**config.mk**
```make
export PLATFORM = sky130hd
export DESIGN_NAME = fastram_bridge
export DESIGN_NICKNAME = d
export VERILOG_FILES = /design/src/rtl/fastram_pkg.sv /design/src/rtl/fastram_wfifo.sv /design/src/rtl/fastram_bridge.sv
export SDC_FILE = /design/constraint.sdc
export NUM_CORES = 1
export LEC_CHECK = 0
export CAP_MARGIN = 40
export CORE_ASPECT_RATIO = 0.7
export CORE_MARGIN = 1
export CORE_UTILIZATION = 45
export DETAILED_ROUTE_END_ITERATION = 12
export HOLD_SLACK_MARGIN = 0.08
export PLACE_DENSITY = 0.66
export RECOVER_POWER = 25
export SLEW_MARGIN = 20
export SYNTH_ARGS = -nofsm -noshare
export SYNTH_HDL_FRONTEND = slang
export SYNTH_SLANG_ARGS = --single-unit
```
**constraint.sdc**
```tcl
create_clock -name clk_sys -period 4.5 [get_ports clk_sys]
set_input_delay 0.9 -clock clk_sys [delete_from_list [all_inputs] [get_ports clk_sys]]
set_output_delay 0.9 -clock clk_sys [all_outputs]
set_load 0.01 [all_outputs]
```
**src/rtl/fastram_pkg.sv**
```systemverilog
`default_nettype none
// ============================================================================
// Module      : fastram_pkg
// Description : Shared types for the fast-RAM to SDRAM bridge.
// Revision    : 1.0 - initial release
// ============================================================================
package fastram_pkg;

    localparam int FASTRAM_ADDR_W = 23;

    typedef enum logic [1:0] {
        IDLE    = 2'd0,
        WR_REQ  = 2'd1,
        RD_REQ  = 2'd2,
        RD_DONE = 2'd3
    } fsm_state_t;

    typedef struct packed {
        logic [FASTRAM_ADDR_W-1:0] addr;
        logic [7:0]                data;
    } wr_entry_t;

endpackage
`default_nettype wire

```
**src/rtl/fastram_wfifo.sv**
```systemverilog
`default_nettype none
// ============================================================================
// Module      : fastram_wfifo
// Description : Synchronous FIFO with head output; extra pointer MSB
//               separates full from empty.
// Revision    : 1.0 - initial release
// ============================================================================
module fastram_wfifo #(
    parameter int DEPTH = 4,
    parameter int WIDTH = 31
) (
    input  logic             clk,
    input  logic             rst_n,
    input  logic             i_push,
    input  logic [WIDTH-1:0] i_din,
    input  logic             i_pop,
    output logic [WIDTH-1:0] o_head,
    output logic             o_full,
    output logic             o_empty
);

    localparam int c_AW = $clog2(DEPTH);

    logic [WIDTH-1:0] r_mem [DEPTH];
    logic [c_AW:0]    r_wr_ptr;
    logic [c_AW:0]    r_rd_ptr;
    logic             w_do_push;
    logic             w_do_pop;

    assign o_empty   = (r_wr_ptr == r_rd_ptr);
    assign o_full    = (r_wr_ptr[c_AW] != r_rd_ptr[c_AW]) &&
                       (r_wr_ptr[c_AW-1:0] == r_rd_ptr[c_AW-1:0]);
    assign w_do_push = i_push && !o_full;
    assign w_do_pop  = i_pop && !o_empty;
    assign o_head    = r_mem[r_rd_ptr[c_AW-1:0]];

    always_ff @(posedge clk) begin
        if (!rst_n) begin
            r_wr_ptr <= '0;
            r_rd_ptr <= '0;
        end else begin
            if (w_do_push) r_wr_ptr <= r_wr_ptr + (c_AW+1)'(1);
            if (w_do_pop)  r_rd_ptr <= r_rd_ptr + (c_AW+1)'(1);
        end
    end

    always_ff @(posedge clk) begin
        if (w_do_push) r_mem[r_wr_ptr[c_AW-1:0]] <= i_din;
    end

endmodule
`default_nettype wire

```
**src/rtl/fastram_bridge.sv**
```systemverilog
`default_nettype none
// ============================================================================
// Module      : fastram_bridge
// Description : Posts CPU fast-RAM writes into a FIFO, serialises reads
//               behind them and drives a level req/ack SDRAM handshake.
// Revision    : 1.0 - initial release
// ============================================================================
module fastram_bridge
    import fastram_pkg::*;
#(
    parameter int WBUF_DEPTH = 4,
    parameter int ADDR_W     = 23,
    parameter int TIMEOUT    = 255
) (
    input  logic              clk_sys,
    input  logic              reset_n,
    input  logic              fast_clk,
    input  logic              fastram_ce,
    input  logic              fastram_we,
    input  logic [ADDR_W-1:0] fastram_address,
    input  logic [7:0]        fastram_datatoram,
    output logic [7:0]        fastram_datafromram,
    output logic              cpu_wait,
    output logic              sdram_req,
    output logic              sdram_we,
    output logic [ADDR_W-1:0] sdram_addr,
    output logic [7:0]        sdram_din,
    input  logic [7:0]        sdram_dout,
    input  logic              sdram_ack,
    output logic              timeout_err
);

    localparam int               c_TO_W   = $clog2(TIMEOUT + 1);
    localparam logic [c_TO_W-1:0] c_TO_MAX = c_TO_W'(TIMEOUT);

    fsm_state_t        r_state, w_state_nxt;
    logic              r_cpu_wait;
    logic              r_skid_vld;
    wr_entry_t         r_skid;
    logic              r_rd_pend;
    logic [ADDR_W-1:0] r_rd_addr;
    logic [7:0]        r_rdata;
    logic [c_TO_W-1:0] r_to_cnt, w_to_nxt;
    logic              r_timeout_err;

    logic              w_sample, w_wr_sample, w_rd_sample;
    logic              w_full, w_empty, w_push, w_skid_push, w_pop;
    wr_entry_t         w_new_entry, w_push_data, w_head;
    logic              w_req, w_we, w_rd_cap, w_rd_done;
    logic [ADDR_W-1:0] w_addr;
    logic [7:0]        w_din;

    // Strobes are ignored while stalled; the core holds its access meanwhile
    assign w_sample    = fast_clk && fastram_ce && !r_cpu_wait;
    assign w_wr_sample = w_sample && fastram_we;
    assign w_rd_sample = w_sample && !fastram_we;
    assign w_new_entry = '{addr: FASTRAM_ADDR_W'(fastram_address), data: fastram_datatoram};
    assign w_skid_push = r_skid_vld && !w_full;
    assign w_push      = w_skid_push || (w_wr_sample && !w_full);
    assign w_push_data = r_skid_vld ? r_skid : w_new_entry;

    fastram_wfifo #(
        .DEPTH (WBUF_DEPTH),
        .WIDTH ($bits(wr_entry_t))
    ) u_wfifo (
        .clk     (clk_sys),
        .rst_n   (reset_n),
        .i_push  (w_push),
        .i_din   (w_push_data),
        .i_pop   (w_pop),
        .o_head  (w_head),
        .o_full  (w_full),
        .o_empty (w_empty)
    );

    always_comb begin
        w_state_nxt = r_state;
        w_req       = 1'b0;
        w_we        = 1'b0;
        w_addr      = '0;
        w_din       = '0;
        w_pop       = 1'b0;
        w_rd_cap    = 1'b0;
        w_rd_done   = 1'b0;
        case (r_state)
            IDLE: begin
                if (!w_empty)       w_state_nxt = WR_REQ;
                else if (r_rd_pend) w_state_nxt = RD_REQ;
            end
            WR_REQ: begin
                w_req  = 1'b1;
                w_we   = 1'b1;
                w_addr = ADDR_W'(w_head.addr);
                w_din  = w_head.data;
                if (sdram_ack) begin
                    w_pop       = 1'b1;
                    w_state_nxt = IDLE;
                end
            end
            RD_REQ: begin
                w_req  = 1'b1;
                w_addr = r_rd_addr;
                if (sdram_ack) begin
                    w_rd_cap    = 1'b1;
                    w_state_nxt = RD_DONE;
                end
            end
            RD_DONE: begin
                w_rd_done   = 1'b1;
                w_state_nxt = IDLE;
            end
            default: w_state_nxt = IDLE;
        endcase
    end

    // Saturating request-age counter; the request itself is never aborted
    always_comb begin
        w_to_nxt = '0;
        if (w_req && !sdram_ack)
            w_to_nxt = (r_to_cnt == c_TO_MAX) ? r_to_cnt : r_to_cnt + c_TO_W'(1);
    end

    always_ff @(posedge clk_sys) begin
        if (!reset_n) begin
            r_state       <= IDLE;
            r_cpu_wait    <= 1'b0;
            r_skid_vld    <= 1'b0;
            r_skid        <= '0;
            r_rd_pend     <= 1'b0;
            r_rd_addr     <= '0;
            r_rdata       <= 8'h00;
            r_to_cnt      <= '0;
            r_timeout_err <= 1'b0;
        end else begin
            r_state  <= w_state_nxt;
            r_to_cnt <= w_to_nxt;
            if (w_to_nxt == c_TO_MAX) r_timeout_err <= 1'b1;
            if (w_wr_sample && w_full) begin
                r_skid     <= w_new_entry;
                r_skid_vld <= 1'b1;
                r_cpu_wait <= 1'b1;
            end else if (w_skid_push) begin
                r_skid_vld <= 1'b0;
                r_cpu_wait <= 1'b0;
            end
            if (w_rd_sample) begin
                r_rd_addr  <= fastram_address;
                r_rd_pend  <= 1'b1;
                r_cpu_wait <= 1'b1;
            end
            if (w_rd_cap) r_rdata <= sdram_dout;
            if (w_rd_done) begin
                r_rd_pend  <= 1'b0;
                r_cpu_wait <= 1'b0;
            end
        end
    end

    assign fastram_datafromram = r_rdata;
    assign cpu_wait            = r_cpu_wait;
    assign sdram_req           = w_req;
    assign sdram_we            = w_we;
    assign sdram_addr          = w_addr;
    assign sdram_din           = w_din;
    assign timeout_err         = r_timeout_err;

endmodule
`default_nettype wire

```
==> metrics, run 1 <==
DR DRC count 0; routed vias/inst 5.45; post-synthesis sequential area ratio 62.3%; average wire length per cell after detail routing 19.2 um; DR iter-0 viols 301; CP Capture Point sdram_addr[18]; final global-route overflow total 0; run status complete, but fails checks; proportion of layout cells with a drive suffix above 1 12.2%; worst clock skew 0.0103 ns; Final Non-Filler Cells 999; net total in the final layout 798; worst-case hold slack 0.462 ns; Die Footprint 19900 um^2; CORE AREA 18900 um^2; critical path startpoint r_state[0]; total nets after synthesis 719; Max-Cap Viols 1; cell area after layout 10500 um^2; die boundary width 168 um; cell at the root of the clock tree sky130_fd_sc_hd__clkbuf_16; Die Y 118 um; total inserted antenna cells 0; number of standard cells after synthesis 664; area of the mapped netlist 8680 um^2; cts hold-fix bufs 0; Worst-path clk slew 0.06 ns; top library cells by usage in the layout, fill and taps aside sky130_fd_sc_hd__nand2_1 (124), sky130_fd_sc_hd__edfxtp_1 (124), sky130_fd_sc_hd__dfxtp_1 (82); All-Layer GR Usage 19.7%; post-CTS setup-driven buffer insertion count 0; max-slew headroom at the worst pin -5.13%; maximum fanout count along the critical path 20; Simple-Gate Fraction of Synth Area 11.2%; Buffers on Ports 87; compound-gate portion of the synthesized area 9.09%; power density relative to cell area 399 nW/um^2; number of optimization iterations in the first detailed-route pass 4; violated checks capacitance limit, slew limit; antenna violations before repair 0; number of nets still failing antenna checks after routing 0; RR Endpoint u_wfifo.r_mem[2][0]; Static Leakage 3.32 nW; synthesized area per cell 13.1 um^2; predominant post-synthesis flop cell sky130_fd_sc_hd__edfxtp_1; critical path data required time 3.60 ns; type of the worst setup path reg -> out; launching element type of the critical path register; Finish-stage setup viols 0; Final Critical Period 3.78 ns; cells on worst reg2reg path 5; main combinational cell family by area after synthesis multiplexers; flip-flop and latch count after synthesis 208; reg-to-reg slack, setup 0.85 ns; type of the most critical hold path reg -> reg; Crit Reg-Reg Startpoint r_skid_vld; FFs w/ async S/R, synth 0%; final core utilization 55.6%; DP Area 9820 um^2; starting utilization of the core area 45.9%; clock latency on the worst-skew pair 0.49 ns; post-placement cell count 959; worst-case clock buffer depth 3; portion of netlist area occupied by mux cells 12.5%; I/O Pins 88; slack of the critical path 0.725 ns; first-pass GRT wire length 30200 um; accumulated negative setup slack 0 ns; total power consumption of the routed design 4.20 mW; clock tree from TritonCTS built; post-CTS sizing 0; number of rows in the core area 42; Clock H-tree levels 1; count of pins over their slew limit 23; final weighted congestion in routability-driven placement 0.769; RSZ-0062 raised after global routing no; total number of vias 5446; pre-CTS WS 1.11 ns; post-synthesis adder-cell area fraction 1.44%; via count of the first global-routing pass 5429; clock sink count 208; signed area change from the synthesized netlist to the final layout 21.1%; Final period util 83.9%; transition time at the pin with the least slew margin 1.58 ns; Hold Vio Cnt, Final 0; data arrival time at the worst-slack endpoint 2.88 ns; Cell variety after synth 41; post-DP HPWL 12000 um; XOR/XNOR share of the synthesized area 1.01%; largest net degree at the start of global routing 75; Final Routed Wirelength 19200 um; highest clock frequency the design can meet 265 MHz; endpoint type of the worst setup path primary output; VDD IR max 0.256 mV; CTS buffer count 20; Hold Path Cell Cnt 2; number of synthesis warnings 0; number of synthesized flops with an enable pin 124
-- power by group --
part	switching (mW)	total (mW)	internal, mW	leakage, nW
clock	0.687	1.59	0.904	0.305
sequential	0.0210	2.07	2.05	1.80
combinational	0.292	0.532	0.240	1.22
total	1.00	4.20	3.20	3.32
-- sequential cells by signal, indices dropped and copies added (netlist names), named ones only --
signal	cells
u_wfifo.r_wr_ptr	3
r_rd_addr	23
r_skid_vld	1
r_state	2
u_wfifo.r_mem	124
u_wfifo.r_rd_ptr	3
r_rd_pend	1
r_to_cnt	8
timeout_err	1
r_skid	31
fastram_datafromram	8
cpu_wait	1
-- how the worst min path moves through the flow --
stage                from          to  slack (ns)
2_1_floorplan   r_rd_pend   r_rd_pend        0.43
3_3_place_gp   r_skid[30]  r_skid[30]        0.45
3_5_place_dp   r_skid[20]  r_skid[20]        0.46
4_1_cts        r_skid[24]  r_skid[24]        0.47
5_1_grt        r_skid[13]  r_skid[13]        0.48
6_report       r_skid[17]  r_skid[17]        0.46
-- area by class of cell --
cell class | instances | area [um^2]
Clock buffer | 29 | 586
Clock inverter | 7 | 35.0
Fill cell | 1524 | 8400
Inverter | 9 | 33.8
Multi-Input combinational cell | 404 | 3080
Sequential cell | 208 | 5410
Tap cell | 242 | 303
Timing Repair Buffer | 100 | 1070
-- cells by family after synthesis --
family | after synthesis
AO/OA/AOI/OAI | 108
multiplexers | 66
AND/OR/NAND/NOR | 210
buffers and inverters | 52
flip-flops | 208
XOR/XNOR | 10
adder cells (fa/ha/maj) | 10
-- synthesized netlist by cell type (all sizes together), types with 2 or more instances --
cell type    n  area (um^2)
edfxtp     124         3720
a22oi       23          173
xnor2        6         52.6
mux4        31          698
mux2        31          349
nand2b       2         12.5
buf         11         60.1
nand4        4         25.0
a211oi       3         22.5
or2          2         12.5
nor2b       29          181
o21ai        2         10.0
nor2        11         41.3
nand2      124          465
and2        17          106
a21oi       11         55.1
a21boi      62          465
nor3         3         15.0
ha          10          125
clkbuf      32          120
inv          9         33.8
dfxtp       84         1680
xor2         4         35.0
mux2i        4         40.0
nand3       13         70.1
-- worst max-delay path, cell delays in order, from the launching register on --
cell and delay [ns]:
sky130_fd_sc_hd__dfxtp_1 0.33, sky130_fd_sc_hd__inv_1 0.12, sky130_fd_sc_hd__ha_1 0.68, sky130_fd_sc_hd__buf_4 0.38, sky130_fd_sc_hd__a22oi_1 0.17, sky130_fd_sc_hd__nor2b_1 0.16
sky130_fd_sc_hd__clkdlybuf4s50_1 0.55
-- per-layer routing --
layer  vias to the layer above  global-route usage (%)  share of wire (%)
met5                         -                       0                  0
met4                         0                    4.07                1.3
met3                        19                    3.55                6.2
met2                       158                    31.8                 46
met1                      2709                    28.0                 46
li1                       2560                       -                  -
Power figures use the tool's default switching activity.
==> run 2, diff against run 1 <==
--- a/config.mk
+++ b/config.mk
@@ -11,7 +11,7 @@
 export CORE_UTILIZATION = 45
 export DETAILED_ROUTE_END_ITERATION = 12
 export HOLD_SLACK_MARGIN = 0.08
-export PLACE_DENSITY = 0.66
+export PLACE_DENSITY = 0.68
 export RECOVER_POWER = 25
 export SLEW_MARGIN = 20
 export SYNTH_ARGS = -nofsm -noshare
==> constraint.sdc (replaced) <==
create_clock -name clk_sys -period 3.3 [get_ports clk_sys]
set_input_delay 0.66 -clock clk_sys [delete_from_list [all_inputs] [get_ports clk_sys]]
set_output_delay 0.66 -clock clk_sys [all_outputs]
set_load 0.01 [all_outputs]
==> metrics, run 2 (synthesized netlist as in run 1, its figures left out) <==
run status complete, but fails checks; violated checks capacitance limit, slew limit; Endpoint, Worst Hold timeout_err; All-Layer GR Usage 19.6%; CORE AREA 18900 um^2; top library cells by usage in the layout, fill and taps aside sky130_fd_sc_hd__nand2_1 (124), sky130_fd_sc_hd__edfxtp_1 (124), sky130_fd_sc_hd__clkdlybuf4s50_1 (86); Final Routed Wirelength 19000 um; maximum fanout count along the critical path 15; number of nets still failing antenna checks after routing 0; power density relative to cell area 551 nW/um^2; CTS buffer count 20; Finish-stage setup viols 0; total inserted antenna cells 0; Final period util 95.2%; slack of the critical path 0.160 ns; via count of the first global-routing pass 5580; RR Endpoint u_wfifo.r_mem[1][7]; Clock H-tree levels 1; maximum cell stage delay along the critical path 0.50 ns; VDD IR max 0.284 mV; data arrival time at the worst-slack endpoint 2.48 ns; Max-Cap Viols 1; Die Y 118 um; worst-case clock buffer depth 3; total number of vias 5520; cell area after layout 10500 um^2; number of optimization iterations in the first detailed-route pass 4; DR iter-0 viols 344; fillcell total 1535; proportion of layout cells with a drive suffix above 1 12.3%; cell at the root of the clock tree sky130_fd_sc_hd__clkbuf_16; Die Footprint 19900 um^2; cell-by-cell listing of the critical path buf_12, mux4_2, a22oi_1, nor2b_1, clkdlybuf4s50_1; starting utilization of the core area 45.9%; clock tree from TritonCTS built; final weighted congestion in routability-driven placement 0.754; signed area change from the synthesized netlist to the final layout 21.5%; net total in the final layout 803; clock latency on the worst-skew pair 0.48 ns; Final Critical Period 3.14 ns; post-CTS setup-driven buffer insertion count 0; launching element type of the critical path register; reg-to-reg slack, setup 0.55 ns; critical path data required time 2.64 ns; Worst-path clk slew 0.06 ns; largest net degree at the start of global routing 75; cts hold-fix bufs 0; clock sink count 208; endpoint type of the worst setup path primary output; number of rows in the core area 42; I/O Pins 88; average wire length per cell after detail routing 18.9 um; type of the most critical hold path reg -> reg; type of the worst setup path reg -> out; max-slew headroom at the worst pin -51.7%; transition time at the pin with the least slew margin 2.28 ns; Hold Path Cell Cnt 2; post-CTS sizing 0; worst clock skew 0.0124 ns; cell family with the largest share of critical-path delay buffers and inverters; first-pass GRT wire length 30100 um; highest clock frequency the design can meet 318 MHz; routed vias/inst 5.50; cells on worst reg2reg path 2; die boundary width 168 um; post-DP HPWL 11800 um; Hold Vio Cnt, Final 0; Buffers on Ports 87; critical-path cell with the highest stage delay sky130_fd_sc_hd__mux4_2; final global-route overflow total 0; critical path buffer and inverter count 2; count of pins over their slew limit 33; DR DRC count 0; antenna violations before repair 0; worst-case hold slack 0.462 ns; pre-CTS WS 0.514 ns; flip-flop count of the largest register after layout 124; Crit Reg-Reg Startpoint r_skid_vld; DP Area 9900 um^2; source of the worst hold timing path timeout_err; Static Leakage 3.34 nW
run 2: changes by cell type in the layout (fill, tap and decap cells not counted), moves of 2 or more:
cell	before	now
sky130_fd_sc_hd__clkdlybuf4s50_1	78	86
sky130_fd_sc_hd__dlygate4sd3_1	8	0
sky130_fd_sc_hd__buf_4	4	9
sky130_fd_sc_hd__buf_16	3	0
sky130_fd_sc_hd__buf_12	3	5
sky130_fd_sc_hd__bufinv_16	0	2
sky130_fd_sc_hd__clkbuf_8	3	1
sky130_fd_sc_hd__mux2_1	24	26
sky130_fd_sc_hd__mux2_2	7	5
run 2: power breakdown:
| group | leakage [nW] | total [mW] | internal [mW] | switching, mW |
|---|---|---|---|---|
| Combinational | 1.23 | 0.722 | 0.329 | 0.393 |
| Clock | 0.318 | 2.26 | 1.34 | 0.917 |
| Sequential | 1.80 | 2.82 | 2.80 | 0.0282 |
| Total | 3.34 | 5.81 | 4.47 | 1.34 |
run 2: layer usage:
metal | track usage [%] | routed length, um | vias to the layer above | share of wire, %
li1 | - | - | 2575 | -
met4 | 3.73 | 215 | 0 | 1.1
met2 | 33.2 | 9070 | 164 | 48
met3 | 2.98 | 973 | 18 | 5.1
met5 | 0 | 0 | - | 0
met1 | 27.0 | 8700 | 2763 | 46
run 2: how the worst max path moves through the flow:
stage	depth (start not counted)	end	from	slack [ns]
after detailed placement	5	u_wfifo.r_mem[3][3]	fastram_we	0.51
after global routing	6	sdram_addr[20]	r_state[0]	-0.001
after CTS	5	sdram_addr[11]	register	0.05
after floorplan	3	u_wfifo.r_mem[3][0]	fast_clk	0.86
final	5	sdram_addr[0]	register	0.16
after global placement	5	sdram_addr[11]	register	0.57
run 2: layout make-up:
type                       instances  area, um^2  share of cell area (%)
sequential                       208        5410                    51.3
timing repair buffer             105        1070                    10.1
multi-input combinational        404        3080                    29.2
tap                              242         303                    2.87
inverter                           9        33.8                   0.320
clock buffer                      28         562                    5.33
clock inverter                     8        86.3                   0.819
run 2: worst reg2reg max path, stage by stage (launching register included):
cell and delay, ns:
sky130_fd_sc_hd__dfxtp_1 0.32, sky130_fd_sc_hd__clkbuf_1 1.63, sky130_fd_sc_hd__mux2_2 0.53
run 2: stage by stage:
step | TNS [ns] | total power [mW] | utilization [%] | cells
after floorplan | 0 | 3.27 | - | 664
after global placement | 0 | 3.59 | 52.2 | 967
after detailed placement | 0 | 3.60 | 52.3 | 968
after CTS | 0 | 5.86 | 55.7 | 1004
after global routing | -0.00137 | 6.04 | 55.7 | 1004
final | 0 | 5.81 | 55.7 | 1004
